<file path="src/rtl/dest_fifo_pkg.sv">
// dest_fifo_pkg
// Shared sizing constants for the per-destination output path. The same
// word width and pointer width are used by demux_dest, dest_fifo and the
// flow-control FSM, so they live here rather than in any one module.
//   DATA_WIDTH : width of one buffered word (matches the demux output)
//   ADDR_WIDTH : FIFO pointer width; depth is 2**ADDR_WIDTH
//   DEPTH      : number of words held by one dest_fifo
package dest_fifo_pkg;

  localparam int DATA_WIDTH = 6;
  localparam int ADDR_WIDTH = 2;
  localparam int DEPTH      = 1 << ADDR_WIDTH;

endpackage

</file>
<file path="src/rtl/dest_fifo_mem.sv">
// dest_fifo_mem
// Register-array storage for dest_fifo: one synchronous write port and one
// synchronous, registered read port. The array itself is not reset; only
// the read register is, so data_out comes up as zero.
// Ports:
//   clk      : rising-edge clock
//   reset    : asynchronous active-high, clears the read register only
//   wr_en    : write strobe
//   wr_addr  : write address
//   wr_data  : write data
//   rd_en    : read strobe; rd_data holds its value when low
//   rd_addr  : read address
//   rd_data  : registered read data
module dest_fifo_mem
  import dest_fifo_pkg::*;
#(
  parameter int DW = DATA_WIDTH,
  parameter int AW = ADDR_WIDTH
) (
  input  logic          clk,
  input  logic          reset,
  input  logic          wr_en,
  input  logic [AW-1:0] wr_addr,
  input  logic [DW-1:0] wr_data,
  input  logic          rd_en,
  input  logic [AW-1:0] rd_addr,
  output logic [DW-1:0] rd_data
);

  logic [DW-1:0] mem [0:(1<<AW)-1];

  always_ff @(posedge clk) begin
    if (wr_en) begin
      mem[wr_addr] <= wr_data;
    end
  end

  // A read and a write to the same slot in one cycle (full FIFO with push
  // and pop together) returns the old word, which is the oldest entry.
  always_ff @(posedge clk or posedge reset) begin
    if (reset) begin
      rd_data <= '0;
    end else if (rd_en) begin
      rd_data <= mem[rd_addr];
    end
  end

endmodule

</file>
<file path="src/rtl/dest_fifo.sv">
// dest_fifo
// Per-destination output buffer placed on each demux output. Holds up to
// 2**ADDR_WIDTH words until the consumer pops them and reports occupancy,
// programmable almost-full/almost-empty flags and sticky error flags to
// the flow-control FSM.
// Ports:
//   clk           : rising-edge clock
//   reset         : asynchronous active-high, clears all state
//   data_in       : word from the demux
//   valid_in      : push request
//   pop           : read request from the consumer
//   umbral_af     : almost-full threshold (count >= umbral_af)
//   umbral_ae     : almost-empty threshold (count <= umbral_ae)
//   data_out      : registered read data, held when no pop is accepted
//   valid_out     : high for the cycle after an accepted pop
//   count         : occupancy, 0..2**ADDR_WIDTH
//   full, empty   : occupancy at depth / zero
//   almost_full   : occupancy at or above umbral_af
//   almost_empty  : occupancy at or below umbral_ae
//   err_overflow  : sticky, a push was dropped
//   err_underflow : sticky, a pop arrived while empty
module dest_fifo
  import dest_fifo_pkg::*;
#(
  parameter int DATA_WIDTH = dest_fifo_pkg::DATA_WIDTH,
  parameter int ADDR_WIDTH = dest_fifo_pkg::ADDR_WIDTH
) (
  input  logic                  clk,
  input  logic                  reset,
  input  logic [DATA_WIDTH-1:0] data_in,
  input  logic                  valid_in,
  input  logic                  pop,
  input  logic [ADDR_WIDTH:0]   umbral_af,
  input  logic [ADDR_WIDTH:0]   umbral_ae,
  output logic [DATA_WIDTH-1:0] data_out,
  output logic                  valid_out,
  output logic [ADDR_WIDTH:0]   count,
  output logic                  full,
  output logic                  empty,
  output logic                  almost_full,
  output logic                  almost_empty,
  output logic                  err_overflow,
  output logic                  err_underflow
);

  localparam logic [ADDR_WIDTH:0] FULL_COUNT = (ADDR_WIDTH+1)'(1 << ADDR_WIDTH);

  logic [ADDR_WIDTH-1:0] wr_ptr;
  logic [ADDR_WIDTH-1:0] rd_ptr;
  logic                  pop_acc;
  logic                  push_acc;

  assign full         = (count == FULL_COUNT);
  assign empty        = (count == '0);
  assign almost_full  = (count >= umbral_af);
  assign almost_empty = (count <= umbral_ae);

  // A push into a full FIFO is still accepted when a pop frees a slot in
  // the same cycle. A pop on empty is never accepted, even with a push,
  // because there is no write-to-read bypass.
  assign pop_acc  = pop && !empty;
  assign push_acc = valid_in && (!full || pop_acc);

  dest_fifo_mem #(
    .DW (DATA_WIDTH),
    .AW (ADDR_WIDTH)
  ) u_mem (
    .clk     (clk),
    .reset   (reset),
    .wr_en   (push_acc),
    .wr_addr (wr_ptr),
    .wr_data (data_in),
    .rd_en   (pop_acc),
    .rd_addr (rd_ptr),
    .rd_data (data_out)
  );

  // Pointers wrap naturally at 2**ADDR_WIDTH; count carries the extra bit
  // that distinguishes full from empty.
  always_ff @(posedge clk or posedge reset) begin
    if (reset) begin
      wr_ptr    <= '0;
      rd_ptr    <= '0;
      count     <= '0;
      valid_out <= 1'b0;
    end else begin
      valid_out <= pop_acc;
      if (push_acc) begin
        wr_ptr <= wr_ptr + 1'b1;
      end
      if (pop_acc) begin
        rd_ptr <= rd_ptr + 1'b1;
      end
      case ({push_acc, pop_acc})
        2'b10:   count <= count + 1'b1;
        2'b01:   count <= count - 1'b1;
        default: count <= count;
      endcase
    end
  end

  // Error flags are sticky until reset so the flow-control FSM cannot miss
  // a single-cycle event.
  always_ff @(posedge clk or posedge reset) begin
    if (reset) begin
      err_overflow  <= 1'b0;
      err_underflow <= 1'b0;
    end else begin
      if (valid_in && !push_acc) begin
        err_overflow <= 1'b1;
      end
      if (pop && empty) begin
        err_underflow <= 1'b1;
      end
    end
  end

endmodule
</file>
<file path="config.mk">
export PLATFORM = sky130hd
export DESIGN_NAME = dest_fifo
export DESIGN_NICKNAME = d
export VERILOG_FILES = /design/src/rtl/dest_fifo_pkg.sv /design/src/rtl/dest_fifo_mem.sv /design/src/rtl/dest_fifo.sv
export SDC_FILE = /design/constraint.sdc
export NUM_CORES = 1
export LEC_CHECK = 0
export ABC_AREA = 1
export CAP_MARGIN = 20
export CELL_PAD_IN_SITES_DETAIL_PLACEMENT = 0
export CELL_PAD_IN_SITES_GLOBAL_PLACEMENT = 2
export CORE_AREA = 2 2 83 85
export CTS_CLUSTER_DIAMETER = 150
export DETAILED_ROUTE_END_ITERATION = 12
export DIE_AREA = 0 0 85 87
export PLACE_DENSITY = 0.69
export SLEW_MARGIN = 20
export SYNTH_ARGS = -nofsm -noshare
export SYNTH_HDL_FRONTEND = slang
export SYNTH_HIERARCHICAL = 1
export SYNTH_SLANG_ARGS = --single-unit
</file>
<file path="constraint.sdc">
create_clock -name clk -period 3.3 [get_ports clk]
set_input_delay 0.495 -clock clk [delete_from_list [all_inputs] [get_ports clk]]
set_output_delay 0.495 -clock clk [all_outputs]
set_load 0.02 [all_outputs]
</file>
==> impl_results.md <==
* Status: complete, no violations
* PortBufs at 31
* Slew @ Worst Pin at 0.580 ns
* Initial DRT Pass Iterations at 4
* Clock root buffer: clkbuf_8
* Met3 Resource Use GR at 3.32%
* Worst setup EP type: output pin
* # IOs at 32
* Core footprint at 6570 sq um
* CP max FO at 3
* Placer Congestion at 0.678
* Post-DRT Antenna Nets at 0
* Detailed-route DRC error count at 0
* Clk buf depth at 2
* Period utilisation layout at 80.6%
* Number of global-route vias before repair at 1,313
* CTS sink count at 40
* Number of synthesis warnings at 6
* Grt total ovfl at 0
* RSZ-0062 raised after global routing: no
* Chip Width at 85 um
* Max-slew violations at 0
* Reg area at 1120 sq um
* Worst Skew at 0.00213 ns
* Simple-gate portion of the synthesized area at 22.1%
* Via Count at 1,344
* Worst R2R Setup Slack at 1.33 ns
* Vias per cell at 4.06
* Worst vdd ir at 0.408 mV
* Multi-input combinational cell area at 581 sq um
* Grt met1 use at 13.8%
* CTS clock-pin slew for the worst setup and hold paths at 0.08 ns
* Reg2reg start: count[2]
* Area delta synth->final at 28.3%
* Avg WL per Cell at 11.4 um
* PD cells at 849 nW/um^2
* Post-Syn Area at 1910 sq um
* Num CTS Buffers at 5
* Dpl ws at 0.640 ns
* Final hold viol count at 0
* Setup Total Neg Slack at 0 ns
* Seq/Total Area, Yosys at 58.6%
* Worst endpoint required time at 2.80 ns
* Yosys reg bits at 40
* Dominant combinational cell family by area after synthesis: simple AND/OR/NAND/NOR gates
* Synth Area in XOR/XNOR at 0.458%
* Adder and majority cell fraction of the synthesized area at 5.63%
* Die height at 87 um
* DP HPWL at 2740 um
* Worst setup margin at 0.642 ns
* Avg Cell Area, Syn at 9.15 sq um
* Largest net degree at the start of global routing at 17
* Crit Path Class: input pin to output pin
* H-tree Lvls at 2
* Hold WS at 0.456 ns
* Global routing usage on met2 at 19.0%
* HP Class: input pin to asynchronous set/reset pin
* Dominant cell type by area after synthesis: edfxtp_1
* Maxcap violations at 0
* Top cells by area, synth: edfxtp_1 38%, dfrtp_1 21%, nand2_1 14%
* Antenna violations before repair at 0
* Row count at 30
* Ant diodes at 0
* Post-synthesis mux area share at 0%
* Post-CTS Setup Inserts at 0
* GRT Total Usage at 11.3%
* Worst-Skew Late Latency at 0.28 ns
* Grt peak-use layer: met2
* Initial Utilization at 29.1%
* Synth unique cells at 20
* Layout fillers at 679
* Post-CTS sizing at 0
* Hold buffer count at cts at 0
* CTS tree: built
* Fmax at 376 MHz
* Tmin final at 2.66 ns
* Worst r2r dst: count[2]
* CP arrival at 2.16 ns
* Layout cell share with drive strength beyond 1 at 7.17%
* Static Leak at 1.20 nW
* Top cell type's share of synthesized area at 37.7%
* Final setup fails at 0
* Commonest non-fill, non-tap cell in the layout: nand2_1
* Critical Path Source Type: input pin
* Fin nets at 274
* Relative slew slack at 61.3%
* Worst Reg-to-Reg Cells at 11
* Commonest non-fill, non-tap cells in the layout: 71 x nand2_1, 50 x inv_1, 31 x clkdlybuf4s50_1
* Starting DRT DRC Count at 36
* Compound-Gate Fraction of Synth Area at 2.23%
* Full die area at 7400 sq um
* Gate count of the mapped netlist at 209
* First-pass GRT wire length at 6350 um
* Routed WL at 3780 um
* Net Count, Synth at 233
-- stage by stage --
stage / cells / utilization [%] / power, W / instance area [sq um]
5_1_grt: 331 / 37.3 / 0.00226 / 2450
4_1_cts: 331 / 37.3 / 0.00212 / 2450
2_1_floorplan: 209 / - / 0.00136 / 1910
3_3_place_gp: 323 / 35.6 / 0.00173 / 2340
3_5_place_dp: 323 / 35.6 / 0.00172 / 2340
6_report: 331 / 37.3 / 0.00208 / 2450
-- synthesized netlist by cell type --
| master | instances |
|---|---|
| nand2_1 | 71 |
| inv_1 | 50 |
| edfxtp_1 | 24 |
| nand3_1 | 19 |
| dfrtp_1 | 16 |
| ha_1 | 7 |
| nor3_1 | 5 |
| a21oi_1 | 2 |
| nand2_2 | 2 |
| o21ai_0 | 2 |
| o21bai_1 | 2 |
| buf_4 | 1 |
| buf_6 | 1 |
| fa_1 | 1 |
| inv_2 | 1 |
| nand3_2 | 1 |
| nand4_1 | 1 |
| nor2_2 | 1 |
| o211ai_1 | 1 |
| xnor2_1 | 1 |
-- routing by layer --
metal | vias up | share of wire, %
met5 | - | 0
met4 | 0 | 1.1
met3 | 2 | 3.9
met2 | 22 | 47
met1 | 597 | 48
li1 | 723 | -
-- logic make-up after synthesis --
kind of cell	after synthesis
flops	40
compound gates	7
simple gates	100
buf+inv	53
xor+xnor	1
fa+ha+maj	8
-- flip-flops by register name, indices dropped and copies added (netlist names) --
| signal | cells |
|---|---|
| err_underflow | 1 |
| count | 3 |
| u_mem/rd_data | 6 |
| rd_ptr | 2 |
| wr_ptr | 2 |
| err_overflow | 1 |
| valid_out | 1 |
| u_mem/mem | 24 |
-- report_power, final --
group | internal, W | switching, W
clock network | 0.000224 | 0.000165
registers | 0.000674 | 0.000136
logic | 0.000383 | 0.000500
-- worst max-delay path, stage by stage --
cell,delay [ns]
clkdlybuf4s50_1,0.45
inv_1,0.04
ha_1,0.31
a21oi_1,0.12
o21ai_0,0.09
nand2_1,0.06
clkdlybuf4s50_1,0.59
-- layout make-up --
type | count | area share [%]
Clock inverter | 3 | 1.73
Multi-Input combinational cell | 116 | 23.7
Clock buffer | 5 | 2.81
Tap cell | 80 | 4.08
Timing Repair Buffer | 36 | 14.2
Sequential cell | 40 | 45.7
Inverter | 51 | 7.81
-- worst max path at each step --
stage                       from      endpoint  slack, ns
global placement    umbral_ae[2]  almost_empty       0.65
detailed placement  umbral_ae[2]  almost_empty       0.64
CTS                 umbral_ae[2]  almost_empty       0.64
floorplan               count[2]      count[2]       1.34
finish              umbral_ae[2]  almost_empty       0.64
global route        umbral_ae[2]  almost_empty       0.57
(Power assumes the default switching activity.)
